`src/rtl/gerenciador_de_ataque_n.sv`:
```
// Attack manager for a COLS x ROWS naval-battle grid: edge-detected shots,
// hit/miss/repeat/invalid classification, lives and win/loss tracking.
module gerenciador_de_ataque_n #(
    parameter int unsigned COLS  = 5,
    parameter int unsigned ROWS  = 7,
    parameter int unsigned VIDAS = 3,
    localparam int unsigned CW   = $clog2(COLS),
    localparam int unsigned RW   = $clog2(ROWS),
    localparam int unsigned VW   = $clog2(VIDAS + 1),
    localparam int unsigned N    = COLS * ROWS
) (
    input  logic          clock,
    input  logic          reset,
    input  logic          enable,
    input  logic          confirmar,
    input  logic [CW-1:0] coordColuna,
    input  logic [RW-1:0] coordLinha,
    input  logic [N-1:0]  mapa,
    output logic [N-1:0]  matriz,
    output logic [VW-1:0] vida,
    output logic          tem_vida,
    output logic          LED_R,
    output logic          LED_G,
    output logic          LED_B,
    output logic          venceu,
    output logic          repetido,
    output logic          invalido
);

    localparam int unsigned IW = $clog2(N);

    typedef enum logic [1:0] {
        OCIOSO  = 2'd0,
        JOGANDO = 2'd1,
        VITORIA = 2'd2,
        DERROTA = 2'd3
    } estado_t;

    estado_t        estado;
    logic           confirmar_q;
    logic [N-1:0]   tiros;

    logic           evento;
    logic           fora;
    logic [IW-1:0]  idx;
    logic [N-1:0]   mask;
    logic           repete;
    logic           acerto;
    logic [N-1:0]   matriz_nxt;
    logic           vence;

    // Decode the targeted cell; an out-of-range target yields an empty mask.
    always_comb begin
        evento     = confirmar & ~confirmar_q;
        fora       = (32'(coordColuna) >= COLS) || (32'(coordLinha) >= ROWS);
        idx        = IW'(coordColuna) * IW'(ROWS) + IW'(coordLinha);
        mask       = fora ? '0 : (N'(1) << idx);
        repete     = |(tiros & mask);
        acerto     = |(mapa & mask);
        matriz_nxt = matriz | mask;
        vence      = (mapa != '0) && ((matriz_nxt & mapa) == mapa);
    end

    assign tem_vida = (vida != '0);

    always_ff @(posedge clock or negedge reset) begin
        if (!reset) begin
            estado      <= OCIOSO;
            confirmar_q <= 1'b0;
            tiros       <= '0;
            matriz      <= '0;
            vida        <= VW'(VIDAS);
            LED_R       <= 1'b0;
            LED_G       <= 1'b0;
            LED_B       <= 1'b0;
            venceu      <= 1'b0;
            repetido    <= 1'b0;
            invalido    <= 1'b0;
        end else begin
            confirmar_q <= confirmar;
            repetido    <= 1'b0;
            invalido    <= 1'b0;
            if (!enable) begin
                // Disabling drops any coincident attack and clears the game.
                estado <= OCIOSO;
                tiros  <= '0;
                matriz <= '0;
                vida   <= VW'(VIDAS);
                LED_R  <= 1'b0;
                LED_G  <= 1'b0;
                LED_B  <= 1'b0;
                venceu <= 1'b0;
            end else begin
                case (estado)
                    OCIOSO: estado <= JOGANDO;
                    JOGANDO: begin
                        if (evento) begin
                            if (fora) begin
                                invalido <= 1'b1;
                            end else if (repete) begin
                                repetido <= 1'b1;
                            end else if (acerto) begin
                                matriz <= matriz_nxt;
                                tiros  <= tiros | mask;
                                LED_G  <= 1'b1;
                                LED_R  <= 1'b0;
                                if (vence) begin
                                    estado <= VITORIA;
                                    venceu <= 1'b1;
                                end
                            end else begin
                                tiros <= tiros | mask;
                                LED_R <= 1'b1;
                                LED_G <= 1'b0;
                                if (vida != '0) vida <= vida - VW'(1);
                                if (vida <= VW'(1)) begin
                                    estado <= DERROTA;
                                    LED_B  <= 1'b1;
                                end
                            end
                        end
                    end
                    default: estado <= estado;
                endcase
            end
        end
    end

endmodule

```
`config.mk`:
```
export PLATFORM = sky130hd
export DESIGN_NAME = gerenciador_de_ataque_n
export DESIGN_NICKNAME = d
export VERILOG_FILES = /design/src/rtl/gerenciador_de_ataque_n.sv
export SDC_FILE = /design/constraint.sdc
export NUM_CORES = 1
export LEC_CHECK = 0
export ABC_AREA = 1
export CORE_MARGIN = 10
export CORE_UTILIZATION = 60
export DETAILED_ROUTE_END_ITERATION = 10
export PLACE_DENSITY_LB_ADDON = 0.05
export SETUP_SLACK_MARGIN = 0.15
export SYNTH_ARGS = -nofsm -noshare
export SYNTH_HDL_FRONTEND = slang
export SYNTH_SLANG_ARGS = --single-unit
export TNS_END_PERCENT = 30
```
`constraint.sdc`:
```
create_clock -name clock -period 4.62 [get_ports clock]
set_input_delay 0.924 -clock clock [delete_from_list [all_inputs] [get_ports clock]]
set_output_delay 0.924 -clock clock [all_outputs]
set_load 0.03 [all_outputs]
```
==> impl_metrics.csv <==
group,metric,value,unit
critical_path,cp_max_fo,42,
synth,synthXorXnorAreaFrac,0,
synth,netlist_area,0.005917,sq mm
clocking,clock-root-buffer,"clkbuf_8",
critical_path,crit_slowest_cell,"fa_1",
global_route,grt.total_usage,0.3196,
critical_path,crit_start,"coordColuna[1]",
synth,netlist_instances,882,
critical_path,max_stage_delay,0.56,ns
pwr,pwr_density_cell,304.9,mW/mm^2
run_status,status,"finished clean",
critical_path,path_class,"input pin to flop",
critical_path,reg2reg_from,"estado[0]",
clocking,cts.sinks,81,
critical_path,timing.reg2reg.setup_slack,2.48,ns
finish,layout_commonest_cell,"nand2_1",
sta,fmax,0.2270,GHz
sta,setup_viol,0,
finish,antenna_cells,0,
synth,synth_edf_count,0,
critical_path,reg2reg_to,"estado[1]",
sta,worst_pin_slew,1.057,ns
synth,ys_types,32,
global_route,grt_max_degree,82,
detailed_routing,ant_nets,0,
clocking,worstSkewPairLatency,0.39,ns
synth,ys.flop_type,"dfrtp_1",
sta,setup_slack,0.2150,ns
synth,syn_avg_cell_area,6.709,sq um
synth,synthAdderAreaFrac,0.04102,
floorplanning,start_util,0.6110,
placement,port_buffers,88,
finish,layout-drive-gt1-share,0.2395,
critical_path,cp-start-kind,"input pin",
synth,synth-simple-area-share,0.3804,
synth,ys_seq_area_frac,0.3430,
synth,synth-seq-cells,81,
sta,finalClockSkew,0.02056,ns
sta,slew_headroom,0.2953,
clocking,cts.clk_slew.worst_paths,0.11,ns
detailed_routing,drtIter0Drc,1476,
floorplanning,core-area,0.009684,sq mm
sta,period_share,0.9535,
floorplanning,die_y,119.3,microns
placement,gp_congestion,1.051,
pwr,ir_drop,0.3124,mV
sta,hold_slack,0.5139,ns
global_route,grt_pass1_vias,7031,
critical_path,crit_chain,"clkbuf_2 -> fa_1 -> fa_1 -> fa_2 -> inv_1 -> nand2_1 -> nand2_4 -> buf_4 -> nor2_2 -> nand2_1 -> nor2_2 -> buf_4 -> nand3_1 -> o21ai_1 -> nor2_1 -> nand2_1 -> nor2_4 -> nand4_4 -> o21ai_4 -> buf_12 -> nand2_1 -> o21ai_0",
pwr,p_leak,4.008,nW
worst_hold_path,hp-class,"flop to flop",
synth,synth_top_family_by_area,"simple AND/OR/NAND/NOR gates",
placement,place_hpwl,16.61,mm
placement,preCtsSetupSlack,-0.5671,ns
floorplanning,dieArea,0.01423,sq mm
global_route,grt_pass1_wl,36.88,mm
clocking,clk_path_buf_depth,2,
finish,final_nets,1151,
clocking,htree_num_levels,3,
sta,slew_viol_final,0,
synth,yosysWarnings,0,
critical_path,end_kind,"flop",
floorplanning,pin_count,89,
synth,synthArstFlopShare,1.000,
finish,final_cell_mix,"nand2_1 (209), buf_4 (135), inv_1 (113)",
run,maxCapViolCount,0,
detailed_routing,vias,7667,
sta,min_period,4.405,ns
sta,fin_tns_setup,0,ns
pwr,power,2.599,mW
critical_path,rr_worst_depth,10,
sta,hold_viol,0,
finish,syn2layout_area_growth,44.07,%
detailed_routing,via_per_inst,6.249,
synth,muxShareOfSynthArea,0,
floorplanning,dieWidth,119.3,microns
finish,stdcell_count,1227,
critical_path,critPathMostFrequentCell,"nand2_1",
critical_path,critical_path_required,4.91,ns
detailed_routing,wirelength,25.35,mm
clocking,hold_buffers,0,
sta,rsz0062_at_grt,"no",
clocking,cts_buffers,9,
critical_path,arrival,4.70,ns
synth,syn_nets,944,
detailed_routing,wire_per_inst,20.66,microns
synth,synth_compound_area_frac,0.1167,
detailed_routing,remaining_drc_errors,0,
global_route,overflow,0,
detailed_routing,dr.pass1.iters,7,
placement,place_inst,1190,
global_route,antenna_found_initial,0,
finish,n_fill_cell,503,
clocking,tritoncts,"yes",
critical_path,crit_end,"tiros[27]",
floorplanning,rows,36,
==> critical path: cells and delay by family <==
| kind | cells | cell delay [ns] |
|---|---|---|
| adder cells (fa/ha/maj) | 3 | 1.43 |
| AND/OR/NAND/NOR | 11 | 1.16 |
| buffers and inverters | 5 | 0.72 |
| AO/OA/AOI/OAI | 3 | 0.43 |
==> cells in the mapped netlist, drive strengths merged (2+ instances only) <==
master	number	share of area
nand2	227	0.15
inv	118	0.075
nor2	106	0.074
nand3	101	0.088
dfrtp	79	0.33
o21ai	64	0.056
nand4	49	0.054
a21oi	45	0.039
buf	31	0.038
a21boi	14	0.018
ha	13	0.027
clkbuf	10	0.0063
nor3	5	0.0042
nor4	5	0.0053
fa	4	0.014
nand3b	4	0.0051
dfstp	2	0.0089
o2111ai	2	0.0030
==> power by group <==
part	internal, mW	switching [mW]	total, mW	leakage, nW
Sequential	0.756	0.0339	0.790	1.11
Clock	0.316	0.335	0.650	0.117
Combinational	0.453	0.706	1.16	2.78
Total	1.52	1.07	2.60	4.01
==> cell families after synthesis <==
kind of cell,Yosys count
and+or+nand+nor,499
DFF,81
adders and majority gates,17
AOI/OAI and AO/OA,126
buffers and inverters,159
==> how the worst min path moves through the flow <==
stage | depth (start not counted) | endpoint | start
detailed placement | 2 | estado[0] | estado[0]
global route | 1 | LED_R | LED_R
floorplan | 2 | estado[0] | estado[0]
CTS | 2 | estado[0] | estado[0]
finish | 1 | LED_R | LED_R
global placement | 2 | estado[0] | estado[0]
==> sequential cells by signal, indices dropped and copies added (netlist names) <==
| signal | count |
|---|---|
| matriz | 35 |
| tiros | 35 |
| estado | 2 |
| vida | 2 |
| LED_B | 1 |
| LED_G | 1 |
| LED_R | 1 |
| confirmar_q | 1 |
| invalido | 1 |
| repetido | 1 |
| venceu | 1 |
==> cell type report <==
type / instances / area, sq um / area share
inverters: 118 / 447.9 / 0.05255
clock inverters: 7 / 106.4 / 0.01248
flip-flops and latches: 81 / 2029 / 0.2381
well taps: 133 / 166.4 / 0.01952
repair buffers: 237 / 2138 / 0.2508
clock buffers: 9 / 123.9 / 0.01453
multi-input cells: 642 / 3512 / 0.4120
==> metrics by stage <==
| stage | utilization | cell area (sq um) |
|---|---|---|
| finish | 0.8802 | 8524 |
| floorplan | - | 5917 |
| detailed placement | 0.8016 | 7762 |
| global route | 0.8802 | 8524 |
| CTS | 0.8497 | 8229 |
| global placement | 0.8016 | 7762 |
==> layer usage <==
layer  vias to the layer above  share of wire  global-route usage
li1                       3286              -                   -
met1                      3483           0.35              0.3992
met5                         -              0                   0
met3                       221           0.13             0.07652
met4                         0          0.077              0.1697
met2                       677           0.44              0.5031
==> what timing repair did <==
item | in CTS | in global routing
cloned | 1 | 1
buffers inserted | 9 | 10
pin swaps | 8 | 24
setup endpoints to repair | 78 | 78
gates resized for setup | 46 | 60
Power figures use the tool's default switching activity.
==> patch 1, RTL diff (same flow settings) <==
The parameter `ROWS` goes from 7 to 6.
--- a/src/rtl/gerenciador_de_ataque_n.sv
+++ b/src/rtl/gerenciador_de_ataque_n.sv
@@ -3,5 +3,5 @@
 module gerenciador_de_ataque_n #(
     parameter int unsigned COLS  = 5,
-    parameter int unsigned ROWS  = 7,
+    parameter int unsigned ROWS  = 6,
     parameter int unsigned VIDAS = 3,
     localparam int unsigned CW   = $clog2(COLS),
Interface: changed (resized mapa and matriz); port bits go from 89 to 79. The function was not compared with the original's and may differ.
==> patch 1 against the original RTL <==
Clock power down 34%. Sequential cell count down 10. Critical path depth down 1. Worst setup slack better by 0.35 ns. Wire length down 40%. Sequential share of layout area up 5.5 points. Fmax up 8.7%. Final area down 29%. Non-clock buffer count down 147. Synthesized area down 15%. Register-to-register slack better by 0.09 ns. Synthesized cell count down 13%. Power down 33%. Largest power group is now sequential cells.
==> patch 1: results (changes against the original RTL) <==
[pwr]
p_leak_nw = 3.03  ; -24%
peakVddDrop_v = 0.000276  ; -12%

[clocking]
cts_buffers = 9  ; unchanged
cts_resized = 0  ; -100%
post_cts.repair.setup_buffers = 0  ; -9
clk_transition_reported_paths_ns = 0.08  ; -0.03 ns
ctsLongestPathBuffers = 2  ; unchanged
insertion_delay_ns = 0.35  ; -0.04 ns
clk_root_buffer_cell = clkbuf_8

[global_route]
use_met2_pct = 40.0  ; -10 points
grt_max_degree = 48  ; -41%
grt_pass1_wl_um = 25200  ; -32%
grtUsageTotal_pct = 24.1  ; -7.9 points
grt_pass1_vias = 5301  ; -25%
grtUsageMet3_pct = 4.67  ; -3.0 points
grtUsageMet1_pct = 29.1  ; -11 points

[yosys]
synthTopCellsByArea = dfrtp_1 (34%), nand2_1 (16%), inv_1 (9.0%)
synth_nets = 820  ; -13%
seq_area_frac_synth_pct = 35.2  ; +0.90 points
yosysWarnings = 0  ; unchanged
synth_cell_types = 29  ; -9.4%
avgSynthCellArea_sq_um = 6.56  ; -2.1%
synth_common_cells = nand2_1 (218), inv_1 (121), nor2_1 (80)

[setup_path]
ff2ff_path_depth = 7  ; -3
cp_top_family = simple AND/OR/NAND/NOR gates
r2r_start = estado[1]$_DFFE_PN0P_
r2r_end = matriz[0]$_DFFE_PN0P_
critPathMaxFanout = 19  ; -55%
critPathKind = in -> reg
slowest_delay_ns = 0.50  ; -0.06 ns
r2r_slack_ns = 2.57  ; +0.09 ns
slowest_stage = clkdlybuf4s50_1
cp.arrival_ns = 4.28  ; -0.42 ns

[timing]
fin_skew_ns = 0.0128  ; -0.00771 ns
hold_viol = 0  ; unchanged
relSlewSlack_pct = 22.8  ; -6.7 points
finalWorstSetupSlack_ns = 0.566  ; +0.351 ns

[finish]
layout-drive-gt1-share_pct = 10.4  ; -14 points
reg_top3 = matriz: 30 flops, tiros: 30 flops
nets = 894  ; -22%
fillers = 676  ; +34%

[placed_design]
dpl.hpwl_um = 11600  ; -30%
dp.cells = 938  ; -21%
portBuffers = 78  ; -11%
place_ws_ns = 0.241  ; +0.808 ns
gp_congestion = 0.933  ; -11%
dpl_cell_area_sq_mm = 0.00591  ; -24%

[outcome]
status = finished clean

[drt]
wl_per_cell_um = 16.0  ; -23%
firstDrtPassIters = 5  ; -2
drt_iter0_drc = 438  ; -70%
wl_um = 15300  ; -40%
vias_per_cell = 5.63  ; -9.9%

[worst_hold_path]
hold_class = reg -> reg

patch 1: changes by cell type after synthesis, moves of 7 or more:
cell,unedited run,this run
buf_4,10,2
o21ai_0,51,34
nor2_1,93,80
dfrtp_1,79,69
o21ai_1,12,5
nand4_1,48,18
nand3_1,98,74
o21ai_2,0,18
a21boi_1,14,0
patch 1: cells by family (layout without fill, tap and decap cells):
kind of cell | count (synthesis) | count (layout) | share of synthesized area (%)
flip-flops | 71 | 71 | 35.2
AND/OR/NAND/NOR | 433 | 433 | 37.5
AO/OA/AOI/OAI | 103 | 103 | 11.6
buffers and inverters | 153 | 232 | 13.0
adder cells (fa/ha/maj) | 10 | 10 | 2.77
patch 1: worst min-delay path by stage:
stage                                from  slack [ns]  depth (start not counted)                     to
floorplan           estado[0]$_DFFE_PN0P_        0.48                          2  estado[1]$_DFFE_PN0P_
global placement      vida[1]$_DFFE_PN1P_        0.46                          2    vida[1]$_DFFE_PN1P_
detailed placement    vida[1]$_DFFE_PN1P_        0.47                          2    vida[1]$_DFFE_PN1P_
CTS                   vida[1]$_DFFE_PN1P_        0.48                          2    vida[1]$_DFFE_PN1P_
global route          vida[1]$_DFFE_PN1P_        0.50                          2    vida[1]$_DFFE_PN1P_
finish                vida[1]$_DFFE_PN1P_        0.48                          2    vida[1]$_DFFE_PN1P_
patch 1: final cells by class:
cell class                      count  area (sq um)  area share, %
Inverter                          126           473           7.80
Clock buffer                       12           135           2.23
Sequential cell                    71          1780           29.3
Timing Repair Buffer               90           903           14.9
Tap cell                          105           131           2.17
Clock inverter                      4          23.8          0.392
Multi-Input combinational cell    546          2620           43.2
patch 1: metal layers:
metal | part of all wire (%) | up-vias
li1 | - | 2561
met5 | 0 | -
met2 | 48 | 261
met4 | 4.1 | 0
met1 | 40 | 2501
met3 | 8.0 | 48
patch 1: worst reg2reg max path, stage by stage, from the launching register on:
cell	delay, ns
dfrtp_1	0.40
nor2_1	0.25
nor2_1	0.15
inv_1	0.39
nand2_1	0.19
nor2_2	0.18
buf_4	0.24
o21ai_0	0.12
patch 1: power by group:
part           internal, W  switching [W]  total [W]  leakage, nW
Sequential        0.000665      0.0000317   0.000697        0.971
Clock             0.000194       0.000238   0.000432       0.0841
Combinational     0.000207       0.000410   0.000617         1.98
Total              0.00107       0.000679    0.00175         3.03
patch 1: per-stage QoR:
step,power (W),utilization (%)
final,0.00175,73.8
after global placement,0.00130,71.9
after global routing,0.00184,73.8
after CTS,0.00174,73.8
after floorplan,0.00111,-
after detailed placement,0.00132,71.9
==> patch 2, RTL diff (config.mk and constraints unchanged) <==
Made on the original files. Register the inputs `enable`, `confirmar`, `coordColuna`, `coordLinha` and `mapa` before use, with the module's reset. The logic sees them one clock later.
--- a/src/rtl/gerenciador_de_ataque_n.sv
+++ b/src/rtl/gerenciador_de_ataque_n.sv
@@ -37,4 +37,26 @@
     } estado_t;
 
+    logic enable_q;
+    logic confirmar_r;
+    logic [CW-1:0] coordColuna_q;
+    logic [RW-1:0] coordLinha_q;
+    logic [N-1:0] mapa_q;
+
+    always_ff @(posedge clock or negedge reset) begin
+        if (!reset) begin
+            enable_q      <= '0;
+            confirmar_r   <= '0;
+            coordColuna_q <= '0;
+            coordLinha_q  <= '0;
+            mapa_q        <= '0;
+        end else begin
+            enable_q      <= enable;
+            confirmar_r   <= confirmar;
+            coordColuna_q <= coordColuna;
+            coordLinha_q  <= coordLinha;
+            mapa_q        <= mapa;
+        end
+    end
+
     estado_t        estado;
     logic           confirmar_q;
@@ -52,12 +74,12 @@
     // Decode the targeted cell; an out-of-range target yields an empty mask.
     always_comb begin
-        evento     = confirmar & ~confirmar_q;
-        fora       = (32'(coordColuna) >= COLS) || (32'(coordLinha) >= ROWS);
-        idx        = IW'(coordColuna) * IW'(ROWS) + IW'(coordLinha);
+        evento     = confirmar_r & ~confirmar_q;
+        fora       = (32'(coordColuna_q) >= COLS) || (32'(coordLinha_q) >= ROWS);
+        idx        = IW'(coordColuna_q) * IW'(ROWS) + IW'(coordLinha_q);
         mask       = fora ? '0 : (N'(1) << idx);
         repete     = |(tiros & mask);
-        acerto     = |(mapa & mask);
+        acerto     = |(mapa_q & mask);
         matriz_nxt = matriz | mask;
-        vence      = (mapa != '0) && ((matriz_nxt & mapa) == mapa);
+        vence      = (mapa_q != '0) && ((matriz_nxt & mapa_q) == mapa_q);
     end
 
@@ -78,8 +100,8 @@
             invalido    <= 1'b0;
         end else begin
-            confirmar_q <= confirmar;
+            confirmar_q <= confirmar_r;
             repetido    <= 1'b0;
             invalido    <= 1'b0;
-            if (!enable) begin
+            if (!enable_q) begin
                 // Disabling drops any coincident attack and clears the game.
                 estado <= OCIOSO;
Check against the original RTL: not equivalent (Yosys sat finds a counterexample within 4 cycles, from zero or initial values and one cycle with reset low).
==> patch 2 against the original RTL <==
Critical path depth decreased by 2. Synthesized area increased by 10%. Final area about the same. Worst setup slack improved by 0.046 ns. Power increased by 31%. Fmax increased by 1.1%. Wire length decreased by 13%. Sequential cell count increased by 43. Combinational power decreased by 39%. Via count decreased by 15%.
==> patch 2: results (changes against the original RTL) <==
[outcome]
status = finished clean

[pwr]
peakVddDrop_v = 0.000455  ; +46%
p_leak_nw = 3.98  ; -0.57%

[drt]
wl_met2_um = 10200  ; -8.9%
drt_iter0_drc = 857  ; -42%
met1Wirelength_um = 8650  ; -2.3%
routed.top_layer = met4
firstDrtPassIters = 6  ; -1
wl_per_cell_um = 20.4  ; -1.1%
dr_wl_met3_um = 2390  ; -29%
vias = 6541  ; -15%

[yosys]
synthFlopType = dfrtp_1
async_reset_ff_share_pct = 100  ; unchanged
seq_area_frac_synth_pct = 47.6  ; +13 points
synthTopCellsByArea = dfrtp_1 (47%), nand3_1 (9.4%), nand2_1 (9.0%)
synth_nets = 873  ; -7.5%
synth_cell_types = 32  ; unchanged
synth_common_cells = nand2_1 (156), nand3_1 (123), dfrtp_1 (122)
yosysWarnings = 0  ; unchanged

[global_route]
grt_antenna_before_repair = 0  ; unchanged
grt_max_degree = 72  ; -12%
grt_pass1_vias = 6270  ; -11%
grt_pass1_wl_um = 34200  ; -7.4%
grtUsageTotal_pct = 27.2  ; -4.7 points

[placed_design]
dpl.hpwl_um = 14800  ; -11%
gp_congestion = 1.01  ; -3.9%
portBuffers = 88  ; unchanged

[setup_path]
cp_top_family = adder cells
cp.arrival_ns = 4.70  ; about the same
slowest_delay_ns = 0.59  ; +0.03 ns
critPathMaxFanout = 7  ; -83%
slowest_stage = fa_1

[finish]
nets = 985  ; -14%
diodes = 0  ; unchanged
reg_top3 = mapa_q: 35 flops, matriz: 35 flops, tiros: 35 flops
layout-drive-gt1-share_pct = 12.4  ; -12 points
fillers = 745  ; +48%

[clocking]
h-tree-depth = 4  ; +1
clk_transition_reported_paths_ns = 0.06  ; -0.05 ns
insertion_delay_ns = 0.54  ; +0.15 ns
clk_root_buffer_cell = clkbuf_8
cts_buffers = 17  ; +8
ctsLongestPathBuffers = 2  ; unchanged

[timing]
finalSetupViolations = 0  ; unchanged
fin_skew_ns = 0.00948  ; -0.0111 ns
max_slew.worst_pin.slew_ns = 1.38  ; +0.326 ns

[worst_hold_path]
hold_class = reg -> reg

patch 2: logic make-up (layout without fill, tap and decap cells):
| family | count (synthesis) | after routing | share of synthesized area (%) |
|---|---|---|---|
| compound gates | 97 | 97 | 9.13 |
| fa+ha+maj | 17 | 17 | 3.72 |
| buf+inv | 120 | 243 | 8.38 |
| flops | 124 | 124 | 47.6 |
| simple gates | 453 | 455 | 31.2 |
patch 2: timing repair:
action,4_1_cts,5_1_grt
gates resized for setup,5,29
setup endpoints to repair,29,67
pin swaps,0,3
setup buffers,0,5
gates cloned,0,3
patch 2: final timing paths:
path	startpoint	end	slack, ns	cells past startpoint
max	coordColuna_q[0]$_DFF_PN0_	matriz[6]$_DFFE_PN0P_	0.26	20
min	confirmar_r$_DFF_PN0_	confirmar_q$_DFF_PN0_	0.40	0
max reg2reg	coordColuna_q[0]$_DFF_PN0_	matriz[6]$_DFFE_PN0P_	0.26	20
min reg2reg	confirmar_r$_DFF_PN0_	confirmar_q$_DFF_PN0_	0.40	0
max in group asynchronous	reset	tiros[13]$_DFFE_PN0P_	3.15	2
min in group asynchronous	reset	mapa_q[28]$_DFF_PN0_	0.50	1
patch 2: metal layers:
layer / global-route usage [%] / vias to the layer above
li1: - / 2901
met3: 7.70 / 69
met2: 42.9 / 436
met1: 35.0 / 3135
met5: 0 / -
met4: 9.53 / 0
patch 2: report_power, final:
group | switching, W | total [W] | internal (W)
Clock | 0.000499 | 0.00154 | 0.00104
Combinational | 0.000476 | 0.000703 | 0.000228
Sequential | 0.0000377 | 0.00117 | 0.00113
patch 2: metrics by stage:
step           utilization (%)  area (sq um)  setup slack (ns)  hold WS (ns)  std cells
4_1_cts                   77.4          8320             0.181         0.405       1068
6_report                  79.3          8520             0.261         0.397       1076
5_1_grt                   79.3          8520             0.120         0.406       1076
3_5_place_dp              70.9          7620             0.152         0.393       1036
3_3_place_gp              70.9          7620             0.284         0.361       1036
2_1_floorplan                -          6530             0.986         0.354        811
patch 2: final cells by class:
| class | count | area, sq um | share of cell area (%) |
|---|---|---|---|
| flip-flops and latches | 124 | 3110 | 36.5 |
| multi-input cells | 569 | 3020 | 35.4 |
| repair buffers | 123 | 1210 | 14.2 |
| clock buffers | 21 | 469 | 5.51 |
| inverters | 88 | 330 | 3.88 |
| clock inverters | 11 | 211 | 2.48 |
| well taps | 140 | 175 | 2.06 |
